<file path="config.mk">
export PLATFORM = sky130hd
export DESIGN_NAME = aes_128_sched
export DESIGN_NICKNAME = d
export VERILOG_FILES = /design/src/rtl/aes_128_sched.sv
export SDC_FILE = /design/constraint.sdc
export NUM_CORES = 1
export LEC_CHECK = 0
export ABC_AREA = 0
export BUFFER_PORTS_ARGS = -buffer_cell sky130_fd_sc_hd__buf_2
export CAP_MARGIN = 0
export CORE_AREA = 5 5 609 611
export CTS_CLUSTER_DIAMETER = 120
export DETAILED_ROUTE_END_ITERATION = 10
export DIE_AREA = 0 0 614 616
export GPL_TIMING_DRIVEN = 1
export PLACE_DENSITY_LB_ADDON = 0.05
export SLEW_MARGIN = 20
export SYNTH_ARGS = -nofsm -noshare
export SYNTH_HDL_FRONTEND = slang
export SYNTH_SLANG_ARGS = --single-unit
</file>
<file path="constraint.sdc">
create_clock -name clk -period 5.3 [get_ports clk]
set_input_delay 0.53 -clock clk [delete_from_list [all_inputs] [get_ports clk]]
set_output_delay 0.53 -clock clk [all_outputs]
set_load 0.02 [all_outputs]
</file>
<file path="src/rtl/aes_128_sched.sv">
// aes_128_sched: round-robin issue of NUM_REQ requesters into one pipelined aes_128 core,
// with a tag pipeline of matching depth that routes each ciphertext back to its owner.
module aes_128_sched #(
   parameter int NUM_REQ = 4,
   parameter int LATENCY = 21
) (
   input  logic                         clk,
   input  logic                         rst_n,
   input  logic                         en,
   input  logic [NUM_REQ-1:0]           req_valid,
   output logic [NUM_REQ-1:0]           req_ready,
   input  logic [NUM_REQ*128-1:0]       req_state,
   input  logic [NUM_REQ*128-1:0]       req_key,
   output logic [127:0]                 core_state,
   output logic [127:0]                 core_key,
   input  logic [127:0]                 core_out,
   output logic [NUM_REQ-1:0]           resp_valid,
   output logic [127:0]                 resp_data,
   output logic [$clog2(LATENCY+1)-1:0] in_flight,
   output logic                         busy
);
   localparam int IDX_W = $clog2(NUM_REQ);
   localparam int CNT_W = $clog2(LATENCY+1);
   localparam logic [IDX_W:0] NUM_REQ_W = (IDX_W+1)'(NUM_REQ);

   logic [IDX_W-1:0]   ptr_q, ptr_d;
   logic [IDX_W-1:0]   grant_idx;
   logic               grant_found;
   logic               transfer;
   logic [LATENCY-1:0] tag_valid_q, tag_valid_d;
   logic [IDX_W-1:0]   tag_idx_q [LATENCY];
   logic [IDX_W-1:0]   tag_idx_d [LATENCY];
   logic [CNT_W-1:0]   in_flight_q, in_flight_d;

   // First valid requester at or after ptr, searching with wrap-around.
   always_comb begin
      logic [IDX_W:0]   sum;
      logic [IDX_W-1:0] cand;
      // NOTE: every combinational output gets a default first so no path can infer a latch.
      grant_found = 1'b0;
      grant_idx   = '0;
      sum         = '0;
      cand        = '0;
      for (int k = 0; k < NUM_REQ; k++) begin
         sum = {1'b0, ptr_q} + (IDX_W+1)'(k);
         if (sum >= NUM_REQ_W) sum = sum - NUM_REQ_W;
         cand = sum[IDX_W-1:0];
         if (!grant_found && req_valid[cand]) begin
            grant_found = 1'b1;
            grant_idx   = cand;
         end
      end
   end

   assign transfer = rst_n & en & grant_found;

   // Idle core inputs are forced to zero so the core never sees stale requester data.
   always_comb begin
      req_ready  = '0;
      core_state = '0;
      core_key   = '0;
      if (transfer) begin
         req_ready[grant_idx] = 1'b1;
         core_state           = req_state[128*grant_idx +: 128];
         core_key             = req_key[128*grant_idx +: 128];
      end
   end

   always_comb begin
      ptr_d = ptr_q;
      if (transfer) ptr_d = (grant_idx == IDX_W'(NUM_REQ-1)) ? '0 : grant_idx + 1'b1;
      tag_valid_d  = {tag_valid_q[LATENCY-2:0], transfer};
      tag_idx_d[0] = grant_idx;
      for (int k = 1; k < LATENCY; k++) tag_idx_d[k] = tag_idx_q[k-1];
      in_flight_d = in_flight_q + CNT_W'(transfer) - CNT_W'(tag_valid_q[LATENCY-1]);
   end

   always_ff @(posedge clk or negedge rst_n) begin
      if (!rst_n) begin
         ptr_q       <= '0;
         tag_valid_q <= '0;
         in_flight_q <= '0;
      end else begin
         ptr_q       <= ptr_d;
         tag_valid_q <= tag_valid_d;
         in_flight_q <= in_flight_d;
      end
   end

   // NOTE: tag indices mean nothing without their valid bit, so this array is left out of reset.
   always_ff @(posedge clk) begin
      tag_idx_q <= tag_idx_d;
   end

   always_comb begin
      resp_valid = '0;
      if (tag_valid_q[LATENCY-1]) resp_valid[tag_idx_q[LATENCY-1]] = 1'b1;
   end

   assign resp_data = core_out;
   assign in_flight = in_flight_q;
   assign busy      = (in_flight_q != '0);

endmodule

</file>
==> results.ini <==
[run_status]
status = complete, no violations

[pwr]
p_switching_mw = 2.78
switching_share_pct = 53.2
powerDensity_nw_per_um2 = 235
ir_worst_vdd_mv = 0.192
internal_power_mw = 2.45
pwr-share-clk_pct = 11.1
p_leak_nw = 10.3
combPwrFrac_pct = 75.2
seqPwrFrac_pct = 13.7

[setup_path]
reg2regPathDepth = 10
path_delay_family = buffers and inverters
setup.worst_path.end_class = output pin
cpPeakStageDelay_ns = 0.65
timing.rr.end = in_flight[4]
cp.arrival_ns = 3.97
cp_num_buf_inv = 5
cp_num_cells = 11
rrSetupSlack_ns = 3.30
path_cells = nand2b_1, a21o_1, o21ai_2, a21oi_4, clkinv_16, buf_4, buf_4, mux2i_1, buf_4, o22ai_1, buf_2
cp_slowest_cell = buf_4
cp_max_fo = 67
cp_common_cell = buf_4
cp-start-kind = register
critPathKind = reg -> out
required_ns = 4.77
crit-reg2reg-launch = tag_valid_q[20]

[timing]
setup_viol_count_final = 0
tns_ns = 0
tightest_slew_ns = 0.969
finalCriticalPeriod_ns = 4.50
fin_crit_sh_pct = 84.9
max-slew-margin-rel_pct = 33.6
hold_viol = 0
clock.fmax_mhz = 222
rsz0062_at_grt = no
final_max_slew_viol_count = 0
fin_worst_skew_ns = 0.00932

[grt]
grt_first_pass_wirelength_mm = 246
grt_pass1_vias = 15700
antenna_found_initial = 288
grt_max_degree = 74
grt_usage_pct = 10.5
grt_overflow_total = 0

[clock_tree]
cts.clk_slew.worst_paths_ns = 0.06
cts_resized = 0
hold_buffers = 0
clk_latency_ns = 0.34
cts_buffers = 9
cts_tree = yes
clockBufferDepth = 2
htree_levels = 3
cts_setup_buffers = 0
cts.sinks = 70
cts-root-buf = clkbuf_16

[route]
wl_per_cell_microns = 29.5
drc_errors = 0
drt_iter0_markers = 607
routed_via_density = 2.15
antenna_left = 0
first_pass_iters = 5
detail_route.wirelength_mm = 210
num_vias = 15300

[placed_design]
dp.cells = 7077
place.gp.congestion = 0.784
portBuffers = 1300
dp_hpwl_mm = 194

[die]
die_w_microns = 614
die_area_sq_um = 378000
rows = 222
coreArea_sq_um = 364000
die_h_microns = 616
start_util_pct = 2.91
io_pins = 1557

[synthesis]
synth.area.top_cells = mux2i_1 (48%), o22ai_1 (15%), buf_4 (9.1%)
synth_cells = 1139
ys.warnings.count = 0
synth_seq_area_share_pct = 14.5
yosysTopAreaCell = mux2i_1
syn-cell-area_sq_um = 10600
yosysTopAreaCellShare_pct = 48.4
yosysUniqueCellTypes = 32
synth_edf_count = 0
synthTopCellsByCount = mux2i_1 (513), o22ai_1 (256), buf_4 (128), dfxtp_1 (42), buf_2 (35)
syn-num-nets = 2309
yosysMostFrequentCell = mux2i_1
yosys_register_bits = 70
syn_avg_cell_area_sq_um = 9.31
synthFlopType = dfxtp_1
async_flop_share_pct = 40.0

[min_path]
min_to = tag_idx_d[8]
hold_depth = 0
min-delay-start = tag_idx_d[10]
hold_class = reg -> reg

[layout]
layout-drive-gt1-share_pct = 61.2
fillers = 43400
stdcell_count = 7135
final_util_pct = 6.10
nNetsFinal = 3442
synthToLayoutAreaGrowth_pct = 110

[run]
max_cap_violations = 0

[how the worst max path moves through the flow]
stage / from / endpoint / slack [ns]
global route: ptr_q[1] / core_key[58] / 0.60
detailed placement: req_valid[2] / core_key[58] / 0.95
CTS: ptr_q[1] / core_key[58] / 0.70
floorplan: req_valid[3] / core_state[100] / 2.88
global placement: req_valid[2] / core_key[58] / 0.86
finish: ptr_q[1] / core_key[61] / 0.80
[power by group through the flow]
| stage | clock, mW | combinational [mW] | sequential [mW] |
|---|---|---|---|
| finish | 0.580 | 3.93 | 0.719 |
| global route | 0.642 | 4.24 | 0.737 |
| CTS | 0.623 | 4.14 | 0.725 |
| detailed placement | 0 | 4.13 | 0.736 |
| global placement | 0 | 4.15 | 0.738 |
| floorplan | 0 | 2.40 | 0.734 |
[state kept, by name, summed over array words and instances (netlist names)]
name	flops
tag_idx_d	40
tag_valid_q	21
in_flight	5
tag_idx_q	2
ptr_q	2
[cell usage in the layout, fill, tap and decap left out, drive strengths merged]
master | Yosys | final
dfxtp | 42 | 42
nand2 | 6 | 6
o22a | 1 | 1
a21oi | 3 | 3
o21ai | 3 | 3
a211o | 1 | 1
clkinv | 0 | 4
and2 | 4 | 4
a21o | 3 | 3
xnor2 | 3 | 3
and3 | 1 | 1
buf | 214 | 1362
clkinvlp | 0 | 2
o22ai | 256 | 256
clkbuf | 26 | 10
inv | 11 | 11
ha | 10 | 10
fa | 1 | 1
dfrtp | 28 | 28
nor2 | 6 | 6
mux2i | 513 | 513
xor2 | 1 | 1
nand2b | 2 | 2
diode | 0 | 42
nand3 | 1 | 1
and3b | 1 | 1
nor3b | 2 | 2
[metrics by stage]
stage	setup WS, ns	hold WS, ns	area, sq um	total power, mW
floorplan	2.88	0.234	10600	3.14
global placement	0.863	0.313	21900	4.89
detailed placement	0.950	0.312	21900	4.86
CTS	0.701	0.317	22100	5.48
global route	0.601	0.332	22200	5.62
finish	0.800	0.316	22200	5.23
[cell type report]
cell class                      count  area (sq um)  area share [%]
Timing Repair Buffer             1362          7030            31.6
Inverter                           11          67.6           0.304
Sequential cell                    70          1540            6.93
Clock inverter                      6          46.3           0.208
Clock buffer                       10           239            1.07
Tap cell                         4816          6030            27.1
Multi-Input combinational cell    818          7180            32.3
Antenna cell                       42           105           0.473
[routing by layer]
metal	up-vias	track usage (%)	wire length [microns]
met3	594	3.57	17600
met5	-	0	879
met4	130	2.01	6950
met1	6945	11.4	77300
met2	1072	19.6	108000
li1	6579	-	-
[cells by family after synthesis]
| kind of cell | after synthesis | synth area share [%] |
|---|---|---|
| AND/OR/NAND/NOR | 23 | 1.13 |
| XOR/XNOR | 4 | 0.330 |
| multiplexers | 513 | 48.4 |
| flip-flops | 70 | 14.5 |
| buffers and inverters | 251 | 18.3 |
| AO/OA/AOI/OAI | 267 | 15.9 |
| adder cells (fa/ha/maj) | 11 | 1.37 |
No activity file was read; power rests on OpenSTA's default activity.
